`config.mk`:
```
export PLATFORM = sky130hd
export DESIGN_NAME = glb_stream_arbiter
export DESIGN_NICKNAME = d
export VERILOG_FILES = /design/src/rtl/glb_stream_arb_pkg.sv /design/src/rtl/glb_stream_arbiter_rr_pick.sv /design/src/rtl/glb_stream_arbiter.sv
export SDC_FILE = /design/constraint.sdc
export NUM_CORES = 1
export LEC_CHECK = 0
export BUFFER_PORTS_ARGS = -buffer_cell sky130_fd_sc_hd__buf_2
export CAP_MARGIN = 20
export CORE_UTILIZATION = 41
export CTS_CLUSTER_SIZE = 12
export DETAILED_ROUTE_END_ITERATION = 6
export GPL_TIMING_DRIVEN = 0
export PLACE_DENSITY_LB_ADDON = 0.12
export SETUP_SLACK_MARGIN = 0.4
export SYNTH_ARGS = -nofsm -noshare
export SYNTH_HDL_FRONTEND = slang
export SYNTH_SLANG_ARGS = --single-unit
```
`constraint.sdc`:
```
create_clock -name clk -period 1.9 [get_ports clk]
set_input_delay 0.19 -clock clk [delete_from_list [all_inputs] [get_ports clk]]
set_output_delay 0.19 -clock clk [all_outputs]
set_load 0.01 [all_outputs]
```
`src/rtl/glb_stream_arb_pkg.sv`:
```
// Shared types and sizing helpers for the GLB stream arbiter and other GLB schedulers.
package glb_stream_arb_pkg;

   // Arbiter control state: IDLE spends one bubble cycle choosing a source, BURST passes it through.
   typedef enum logic {
      IDLE  = 1'b0,
      BURST = 1'b1
   } arb_state_e;

   // Width of a requester index; never narrower than one bit.
   function automatic int id_width(input int num_req);
      return (num_req <= 1) ? 1 : $clog2(num_req);
   endfunction

   // Width of the per-grant beat counter, which only has to hold 0 .. max_burst-1.
   function automatic int burst_cnt_width(input int max_burst);
      return (max_burst <= 1) ? 1 : $clog2(max_burst);
   endfunction

endpackage

```
`src/rtl/glb_stream_arbiter_rr_pick.sv`:
```
// Combinational rotating-priority picker: the first set request at or after base wins, wrapping.
module rr_pick
   import glb_stream_arb_pkg::*;
#(
   parameter  int N     = 4,
   localparam int IDX_W = id_width(N)
) (
   input  logic [N-1:0]     req,
   input  logic [IDX_W-1:0] base,
   output logic             any_req,
   output logic [IDX_W-1:0] winner
);

   // Scan offsets from farthest to nearest so the nearest requester is the last one written.
   always_comb begin
      int idx;
      // NOTE: every output gets a default before the loop, so no path leaves a value held and no latch is inferred.
      any_req = 1'b0;
      winner  = '0;
      idx     = 0;
      for (int i = N - 1; i >= 0; i--) begin
         idx = int'(base) + i;
         if (idx >= N) idx = idx - N;
         if (req[IDX_W'(idx)]) begin
            any_req = 1'b1;
            winner  = IDX_W'(idx);
         end
      end
   end

endmodule

```
`src/rtl/glb_stream_arbiter.sv`:
```
// Round-robin, burst-locked arbiter sharing one valid/ready GLB-to-fabric write stream
// among NUM_REQ sources. The granted source is passed through combinationally; choosing
// a new source always costs one idle cycle.
module glb_stream_arbiter
   import glb_stream_arb_pkg::*;
#(
   parameter int NUM_REQ   = 4,
   parameter int DATA_W    = 17,
   parameter int MAX_BURST = 16,
   parameter int CNT_W     = 32
) (
   input  logic                        clk,
   input  logic                        rst,
   input  logic                        flush,
   input  logic [NUM_REQ*DATA_W-1:0]   req_data,
   input  logic [NUM_REQ-1:0]          req_valid,
   input  logic [NUM_REQ-1:0]          req_last,
   output logic [NUM_REQ-1:0]          req_ready,
   output logic [DATA_W-1:0]           out_data,
   output logic                        out_valid,
   output logic                        out_last,
   input  logic                        out_ready,
   output logic [$clog2(NUM_REQ)-1:0]  grant_id,
   output logic                        busy,
   output logic [CNT_W-1:0]            beat_count
);

   localparam int                ID_W    = id_width(NUM_REQ);
   localparam int                BC_W    = burst_cnt_width(MAX_BURST);
   localparam logic [BC_W-1:0]   BC_LAST = BC_W'(MAX_BURST - 1);
   localparam logic [ID_W-1:0]   ID_MAX  = ID_W'(NUM_REQ - 1);

   arb_state_e        state_q,     state_d;
   logic [ID_W-1:0]   rr_ptr_q,    rr_ptr_d;
   logic [ID_W-1:0]   grant_q,     grant_d;
   logic [BC_W-1:0]   burst_cnt_q, burst_cnt_d;
   logic [CNT_W-1:0]  beat_cnt_q,  beat_cnt_d;

   logic [DATA_W-1:0] data_arr [NUM_REQ];
   logic              any_req;
   logic [ID_W-1:0]   pick_id;
   logic              in_burst;
   logic              handshake;

   rr_pick #(
      .N (NUM_REQ)
   ) u_rr_pick (
      .req     (req_valid),
      .base    (rr_ptr_q),
      .any_req (any_req),
      .winner  (pick_id)
   );

   // Unpack the flat source bus into one word per requester.
   always_comb begin
      for (int i = 0; i < NUM_REQ; i++) begin
         data_arr[i] = req_data[i*DATA_W +: DATA_W];
      end
   end

   // Pass-through from the granted source; flush silences the stream in the same cycle.
   always_comb begin
      in_burst  = (state_q == BURST) && !flush;
      out_valid = in_burst && req_valid[grant_q];
      out_data  = in_burst ? data_arr[grant_q] : '0;
      out_last  = in_burst && (req_last[grant_q] || (burst_cnt_q == BC_LAST));
      req_ready = '0;
      if (in_burst) req_ready[grant_q] = out_ready;
      handshake = out_valid && out_ready;
   end

   // Next-state: flush clears everything, IDLE arbitrates, BURST counts beats until last or the cap.
   always_comb begin
      state_d     = state_q;
      rr_ptr_d    = rr_ptr_q;
      grant_d     = grant_q;
      burst_cnt_d = burst_cnt_q;
      beat_cnt_d  = beat_cnt_q;
      if (flush) begin
         state_d     = IDLE;
         rr_ptr_d    = '0;
         burst_cnt_d = '0;
         beat_cnt_d  = '0;
      end else begin
         case (state_q)
            IDLE: begin
               if (any_req) begin
                  grant_d = pick_id;
                  state_d = BURST;
               end
            end
            BURST: begin
               if (handshake) begin
                  beat_cnt_d = beat_cnt_q + 1'b1;
                  if (out_last) begin
                     state_d     = IDLE;
                     rr_ptr_d    = (grant_q == ID_MAX) ? '0 : grant_q + 1'b1;
                     burst_cnt_d = '0;
                  end else begin
                     burst_cnt_d = burst_cnt_q + 1'b1;
                  end
               end
            end
         endcase
      end
   end

   // State registers with synchronous reset taking priority over flush.
   always_ff @(posedge clk) begin
      // NOTE: state flops use non-blocking assignments so every flop samples pre-edge values.
      if (rst) begin
         state_q     <= IDLE;
         rr_ptr_q    <= '0;
         grant_q     <= '0;
         burst_cnt_q <= '0;
         beat_cnt_q  <= '0;
      end else begin
         state_q     <= state_d;
         rr_ptr_q    <= rr_ptr_d;
         grant_q     <= grant_d;
         burst_cnt_q <= burst_cnt_d;
         beat_cnt_q  <= beat_cnt_d;
      end
   end

   assign grant_id   = grant_q;
   assign busy       = (state_q == BURST);
   assign beat_count = beat_cnt_q;

endmodule

```
==> flow_summary.yaml, run 1 <==
cells_and_area:
  diodes: 0
  drive_above_1_share_pct: 59.2
  mostFrequentLayoutCells: "buf_2 (123), dfxtp_1 (34), nor2_1 (32), buf_6 (25), buf_4 (24)"
  syn2layout_area_growth_pct: 71.8
  layout_commonest_cell: "buf_2"
  instances_no_fill: 543
  nNetsFinal: 553
clock_network:
  clk_latency_ps: 300
  cts-htree-levels: 2
  tritoncts: "yes"
  cts-hold-fix-buffers: 0
  ctsLongestPathBuffers: 2
  cts-root-buf: "clkbuf_8"
  cts.clk_slew.worst_paths_ps: 80
  cts_buffers: 5
  clock-sinks: 41
worst_setup_path:
  cpLargestDelayFamily: "multiplexers"
  crit_path_end_kind: "flip-flop"
  cp_max_fo: 5
  r2r-end: "burst_cnt_q[3]"
  path_buf_inv: 1
  rrSetupSlack_ps: -70
  start_kind: "flip-flop"
  cp_slowest_cell: "mux4_2"
  path_class: "flip-flop to flip-flop"
  ff2ff_path_depth: 5
  r2r-start: "grant_id[0]"
  crit_path_cell_trace: "buf_12 > mux4_2 > a31o_4 > or4_4 > a31oi_4"
  crit_path_max_incr_delay_ps: 560
  arrival_ps: 2200
  worstPathRequired_ps: 2130
status:
  violations: "setup timing"
  status: "complete, but fails checks"
drt:
  wl_per_cell_um: 16.0
  routed_wirelength_um: 8690
  ant_nets: 0
  viasPerCell: 5.48
  firstDrtPassIters: 4
  drc: 0
  num_vias: 2976
  drt_iter0_markers: 173
die:
  rows: 28
  die_x_um: 81.1
  core_area_sq_um: 5990
  io_pins: 138
  die-area_sq_um: 6570
  die_h_um: 81.1
  start_util_pct: 42.8
synth:
  yosysTopAreaCell: "dfxtp_1"
  seq_area_frac_synth_pct: 32.0
  syn-num-nets: 369
  ys.flop_type: "dfxtp_1"
  yosysUniqueCellTypes: 35
  avgSynthCellArea_sq_um: 9.05
  yosys_warnings: 0
  synth_edf_count: 0
  postSynthCellCount: 283
  synth_area_sq_um: 2560
  yosysTopAreaCellShare_pct: 32.0
  async_reset_ff_share_pct: 0
  ys_top_cells_by_area: "dfxtp_1 (32%), mux4_2 (17%), xor2_1 (6.5%), nor2_1 (5.0%), and2_1 (4.9%)"
  postSynthRegisterBits: 41
worst_hold_path:
  min_delay_path_depth: 2
  hp-start: "rst"
  hp-class: "input port to flip-flop"
  min_to: "grant_id[1]"
place:
  place_congestion: 0.771
  port_buffers: 137
  hpwl_um: 5660
  place_inst: 495
  dp_slack_ps: -73.8
sta:
  max_freq_mhz: 507
  drv_slew: 0
  setup_violations: 9
  tightest_slew_ps: 603
  setup_slack_ps: -71.5
  grt_setup_unrepaired: "yes"
  period_share_pct: 104
  finClkSkew_ps: 8.71
  min_period_ps: 1970
  relSlewSlack_pct: 59.8
  finalHoldViolations: 0
run:
  drv_cap: 0
pwr:
  cellLeakagePower_nw: 1.89
  power.density_nw_per_um2: 431
  ir_drop_mv: 0.323
global_routing:
  grt_max_degree: 13
  first_global_vias: 2562
  antenna_found_initial: 0
  grt-ovfl-total: 0
  grt_usage_pct: 24.6
  grt_pass1_wl_um: 12300
[cell usage after synthesis (all sizes together), types with 2 or more instances]
library cell	instances
a21oi	18
a31oi	2
and2	20
and3	9
and4	4
buf	5
clkbuf	9
dfxtp	41
ha	6
inv	5
mux2i	2
mux4	19
nand2	15
nand2b	2
nand3	16
nand4	17
nor2	34
nor2b	2
nor3	3
nor4	4
o21ai	10
or3	7
or4	3
xnor2	4
xor2	19
[what timing repair did]
item,4_1_cts,5_1_grt
buffers inserted,10,24
pin swaps,13,25
cloned,4,2
resized for setup,54,73
endpoints found under the setup margin,62,62
[logic make-up (layout without fill, tap and decap cells)]
kind of cell | after synthesis | count (layout) | synth area share, %
compound gates | 34 | 34 | 7.32
xor+xnor | 23 | 23 | 7.86
fa+ha+maj | 6 | 6 | 2.93
buf+inv | 19 | 203 | 2.98
flops | 41 | 41 | 32.0
mux | 21 | 21 | 17.5
simple gates | 139 | 140 | 29.4
[where the power goes]
part           switching (W)  internal [W]
logic               0.000159      0.000235
registers         0.00000493      0.000858
clock network       0.000310      0.000329
total               0.000474       0.00142
[worst max path at each step]
stage | from | to | slack, ps | cells after the start
after floorplan | grant_id[1] | beat_count[18] | 80 | 7
after global placement | grant_id[1] | beat_count[18] | -90 | 7
after detailed placement | grant_id[1] | beat_count[26] | -70 | 7
after CTS | grant_id[0] | out_data[0] | -6 | 4
after global routing | grant_id[1] | beat_count[15] | -120 | 8
final | grant_id[0] | burst_cnt_q[3] | -70 | 5
[worst register-to-register path, stage by stage (launching register included)]
cell and delay, ps:
dfxtp_4 370, buf_12 130, mux4_2 560, a31o_4 240, or4_4 430, a31oi_4 180
[stage by stage]
| step | setup TNS [ps] | hold slack (ps) | utilization, % | cell area, sq um | total power [W] |
|---|---|---|---|---|---|
| 2_1_floorplan | 0 | 253 | - | 2630 | 0.00102 |
| 3_3_place_gp | -862 | 402 | 56.9 | 3410 | 0.00115 |
| 3_5_place_dp | -695 | 402 | 56.9 | 3410 | 0.00115 |
| 4_1_cts | -17.0 | 88.9 | 64.6 | 3870 | 0.00182 |
| 5_1_grt | -2080 | 90.8 | 73.5 | 4400 | 0.00198 |
| 6_report | -228 | 87.4 | 73.5 | 4400 | 0.00190 |
[state kept, by name, indices dropped and copies added (netlist names)]
register     cells
beat_count      32
grant_id         2
busy             1
burst_cnt_q      4
rr_ptr_q         2
[layer usage]
metal  track usage (%)  routed length [um]  vias up
met2              39.7                4400       85
li1                  -                   -     1415
met4              7.86                 146        0
met1              32.8                3780     1460
met3              4.61                 372       16
met5                 0                   0        -
[cell type report]
type	count	area, sq um
flip-flops and latches	41	840
well taps	75	93.8
clock inverters	1	5.00
inverters	5	33.8
multi-input cells	224	1990
fillers	447	1590
clock buffers	7	96.3
plain buffers	14	164
repair buffers	176	1180
Note: power is estimated with default switching activity, not from simulation.
==> inputs of run 2 (changes only) <==
--- a/config.mk
+++ b/config.mk
@@ -12,6 +12,7 @@
 export DETAILED_ROUTE_END_ITERATION = 6
 export GPL_TIMING_DRIVEN = 0
 export PLACE_DENSITY_LB_ADDON = 0.12
+export REMOVE_ABC_BUFFERS = 1
 export SETUP_SLACK_MARGIN = 0.4
 export SYNTH_ARGS = -nofsm -noshare
 export SYNTH_HDL_FRONTEND = slang
==> flow_summary.yaml, run 2 (same netlist as run 1, synthesis figures left out) <==
pwr:
  power.internal_w: 0.00152
  p_sw_share_pct: 24.0
  cellLeakagePower_nw: 1.79
  combinationalPowerShare_pct: 19.4
  seq_power_share_pct: 43.4
  power_frac_clock_pct: 37.3
  power.density_nw_per_um2: 468
  switchingPower_w: 0.000479
  ir_drop_mv: 0.484
clock_network:
  cts-htree-levels: 2
  cts-hold-fix-buffers: 0
  clk_latency_ps: 300
  tritoncts: "yes"
  cts_buffers: 5
  cts.clk_slew.worst_paths_ps: 80
  cts-root-buf: "clkbuf_8"
  ctsLongestPathBuffers: 2
  clock-sinks: 41
global_routing:
  first_global_vias: 2706
  grt_usage_pct: 25.5
  grt_pass1_wl_um: 12800
  antenna_found_initial: 0
  grt-ovfl-total: 0
  grt_max_degree: 39
drt:
  drc: 0
  viasPerCell: 5.55
  firstDrtPassIters: 4
  drt_iter0_markers: 145
  num_vias: 2942
  wl_per_cell_um: 16.4
  ant_nets: 0
  routed_wirelength_um: 8700
place:
  hpwl_um: 5280
  dp_slack_ps: -1240
  place_congestion: 0.744
  place_area_sq_um: 3310
  port_buffers: 137
worst_hold_path:
  hp-start: "rst"
  hp-class: "input port to flip-flop"
cells_and_area:
  layout_commonest_cell: "buf_2"
  diodes: 0
  nNetsFinal: 540
  syn2layout_area_growth_pct: 66.4
  largest_reg_flops: 32
  final_cell_area_sq_um: 4260
  n_fill_cell: 443
  mostFrequentLayoutCells: "buf_2 (128), dfxtp_1 (35), nor2_1 (32), buf_6 (26)"
  drive_above_1_share_pct: 59.1
sta:
  period_share_pct: 104
  max_freq_mhz: 506
  grt_setup_unrepaired: "yes"
  finalHoldViolations: 0
  setup_tns_ps: -486
  min_period_ps: 1980
  setup_violations: 19
  drv_slew: 0
  tightest_slew_ps: 824
  setup_slack_ps: -75.0
  relSlewSlack_pct: 45.1
  hold_slack_ps: 92.0
  finClkSkew_ps: 4.77
status:
  violations: "setup timing"
  status: "complete, but fails checks"
worst_setup_path:
  cpLargestDelayFamily: "multiplexers"
  crit_start: "grant_id[0]"
  arrival_ps: 1790
  cp_max_fo: 6
  start_kind: "flip-flop"
  cp_slowest_cell: "mux4_2"
  r2r-start: "grant_id[0]"
  path_buf_inv: 3
  worstPathRequired_ps: 1710
  crit_path_max_incr_delay_ps: 500
  crit_path_end_kind: "output port"
  path_class: "flip-flop to output port"
  crit_path_cell_trace: "buf_4 > buf_8 > mux4_2 > and2_1 > buf_2"
die:
  die_x_um: 81.1
  core_area_sq_um: 5990
  rows: 28
  die-area_sq_um: 6570
  start_util_pct: 42.8
  io_pins: 138
  die_h_um: 81.1
run:
  drv_cap: 0
-- run 2: layout make-up --
| class | count | area (sq um) | share of cell area [%] |
|---|---|---|---|
| sequential | 41 | 838 | 19.7 |
| clock buffer | 7 | 86.3 | 2.02 |
| multi-input combinational | 226 | 2000 | 46.9 |
| tap | 75 | 93.8 | 2.20 |
| timing repair buffer | 175 | 1190 | 27.9 |
| clock inverter | 1 | 30.0 | 0.704 |
| inverter | 5 | 26.3 | 0.616 |
-- run 2: through the flow --
step	cells	util, %	power, W
floorplan	269	-	0.00101
global placement	481	54.8	0.00113
detailed placement	482	55.3	0.00114
CTS	513	65.5	0.00194
global route	530	71.2	0.00206
finish	530	71.2	0.00199
-- run 2: final timing paths --
kind,endpoint,slack [ps],cells after the start
max,out_data[15],-80,5
min,grant_id[0],90,2
max reg2reg,burst_cnt_q[3],-50,5
min reg2reg,beat_count[1],480,2
-- run 2: power groups by stage --
stage,Combinational [W],Clock (W),Sequential [W]
final,0.000386,0.000744,0.000865
after global routing,0.000413,0.000782,0.000866
after CTS,0.000323,0.000749,0.000866
after detailed placement,0.000249,0,0.000896
after global placement,0.000230,0,0.000902
after floorplan,0.000116,0,0.000899
-- run 2: repair_timing --
| action | in CTS | in global routing |
|---|---|---|
| gates cloned | 2 | 2 |
| endpoints found under the setup margin | 63 | 62 |
| setup buffers | 21 | 15 |
| pin swaps | 31 | 13 |
| gates resized for setup | 69 | 57 |
| hold endpoints to repair | 0 | 0 |
-- run 2: per-layer routing --
metal / vias up / GRT usage, % / routed length, um
met5: - / 0 / 0
met4: 0 / 6.61 / 120
met3: 15 / 6.18 / 564
met2: 106 / 43.3 / 4450
met1: 1437 / 32.2 / 3560
li1: 1384 / - / -
==> inputs of run 3 (changes only) <==
--- a/config.mk
+++ b/config.mk
@@ -5,11 +5,11 @@
 export SDC_FILE = /design/constraint.sdc
 export NUM_CORES = 1
 export LEC_CHECK = 0
-export BUFFER_PORTS_ARGS = -buffer_cell sky130_fd_sc_hd__buf_2
 export CAP_MARGIN = 20
-export CORE_UTILIZATION = 41
+export CORE_UTILIZATION = 50
 export CTS_CLUSTER_SIZE = 12
 export DETAILED_ROUTE_END_ITERATION = 6
+export DONT_BUFFER_PORTS = 1
 export GPL_TIMING_DRIVEN = 0
 export PLACE_DENSITY_LB_ADDON = 0.12
 export REMOVE_ABC_BUFFERS = 1
==> flow_summary.yaml, run 3 (same netlist as run 1, synthesis figures left out) <==
clock_network:
  cts.clk_slew.worst_paths_ps: 80
  clock-sinks: 41
  tritoncts: "yes"
  cts-htree-levels: 2
  ctsLongestPathBuffers: 2
  cts_buffers: 5
  cts-root-buf: "clkbuf_8"
  clk_latency_ps: 300
sta:
  max_freq_mhz: 510
  finalHoldViolations: 0
  finClkSkew_ps: 7.87
  setup_slack_ps: -61.2
  tightest_slew_ps: 755
  min_period_ps: 1960
  relSlewSlack_pct: 49.6
  period_share_pct: 103
  drv_slew: 0
  grt_setup_unrepaired: "yes"
  setup_violations: 15
cells_and_area:
  multi_input_area_sq_um: 1980
  nNetsFinal: 391
  layout_commonest_cell: "nor2_1"
  drive_above_1_share_pct: 41.5
  utilization_pct: 69.2
  syn2layout_area_growth_pct: 30.1
  final_cell_area_sq_um: 3330
  n_fill_cell: 401
  largest_reg_flops: 32
  seqCellArea_sq_um: 852
  mostFrequentLayoutCells: "nor2_1 (31), dfxtp_1 (24), mux4_2 (19), xor2_1 (19)"
  diodes: 0
die:
  die_h_um: 73.6
  core_area_sq_um: 4820
  die_x_um: 73.6
  die-area_sq_um: 5420
  start_util_pct: 53.2
  io_pins: 138
  rows: 25
worst_setup_path:
  arrival_ps: 2180
  path_class: "flip-flop to flip-flop"
  cp_max_fo: 7
  crit_path_end_kind: "flip-flop"
  start_kind: "flip-flop"
  worstPathRequired_ps: 2120
status:
  violations: "setup timing"
  status: "complete, but fails checks"
drt:
  routed_wirelength_um: 7350
  viasPerCell: 6.32
  firstDrtPassIters: 4
  num_vias: 2357
  ant_nets: 0
  wl_per_cell_um: 19.7
  drc: 0
  drt_iter0_markers: 188
worst_hold_path:
  hp-class: "input port to flip-flop"
place:
  place_area_sq_um: 2620
  port_buffers: 0
  hpwl_um: 4670
  place_congestion: 0.836
pwr:
  ir_drop_mv: 0.386
  seq_power_share_pct: 47.3
  power.internal_w: 0.00142
  switchingPower_w: 0.000418
  power_frac_clock_pct: 39.7
  combinationalPowerShare_pct: 13.0
  power.density_nw_per_um2: 551
  cellLeakagePower_nw: 1.13
  p_sw_share_pct: 22.7
run:
  drv_cap: 0
global_routing:
  grt_max_degree: 39
  first_global_vias: 2199
  grt-ovfl-total: 0
  antenna_found_initial: 0
  grt_pass1_wl_um: 11000
  grt_usage_pct: 27.1
==> run 3: layer usage <==
metal  GRT usage, %  share of wire (%)  routed length (um)
met5              0                  0                   0
met4           8.12                1.6                 121
met3           7.13                8.5                 627
met1           36.9                 42                3060
met2           42.1                 48                3540
==> run 3: worst paths after layout <==
check | cells after the start | endpoint | slack, ps | startpoint
worst min-delay path | 3 | rr_ptr_q[0] | 90 | rst
worst max-delay path | 5 | burst_cnt_q[3] | -60 | grant_id[0]
worst min register to register | 2 | burst_cnt_q[1] | 500 | burst_cnt_q[1]
worst max register to register | 5 | burst_cnt_q[3] | -60 | grant_id[0]
==> run 3: through the flow <==
step	hold WS [ps]	total power, W	setup TNS, ps	std cells	worst slack (ps)
2_1_floorplan	262	0.00101	-26640	269	-1010
3_3_place_gp	265	0.00104	-49740	336	-1500
3_5_place_dp	265	0.00105	-32710	337	-1260
4_1_cts	58.0	0.00183	-322	366	-66.7
5_1_grt	80.9	0.00190	-1640	373	-144
6_report	85.7	0.00184	-191	373	-61.2
==> run 3: worst max-delay path, cell delays in order (launching register included) <==
cell     delay, ps
dfxtp_4        450
buf_16         130
mux4_2         550
a31o_4         230
or4_1          390
a31oi_1        120
==> run 3: cell type report <==
cell class,instances,share of cell area [%]
tap,67,2.51
multi-input combinational,226,59.5
clock inverter,1,0.901
sequential,41,25.6
timing repair buffer,26,8.37
inverter,5,0.563
clock buffer,7,2.59
==> run 3: repair_timing <==
action,in CTS,in global routing
gates resized for setup,92,18
hold buffers,1,0
hold endpoints to repair,2,0
pin swaps,39,13
endpoints found under the setup margin,63,62
setup buffers,17,7
cloned,3,0
==> run 3: power groups by stage <==
stage / Combinational, W / Clock, W / Sequential, W
floorplan: 0.000116 / 0 / 0.000899
global route: 0.000255 / 0.000774 / 0.000871
finish: 0.000239 / 0.000730 / 0.000870
detailed placement: 0.000149 / 0 / 0.000898
global placement: 0.000135 / 0 / 0.000904
CTS: 0.000224 / 0.000737 / 0.000870
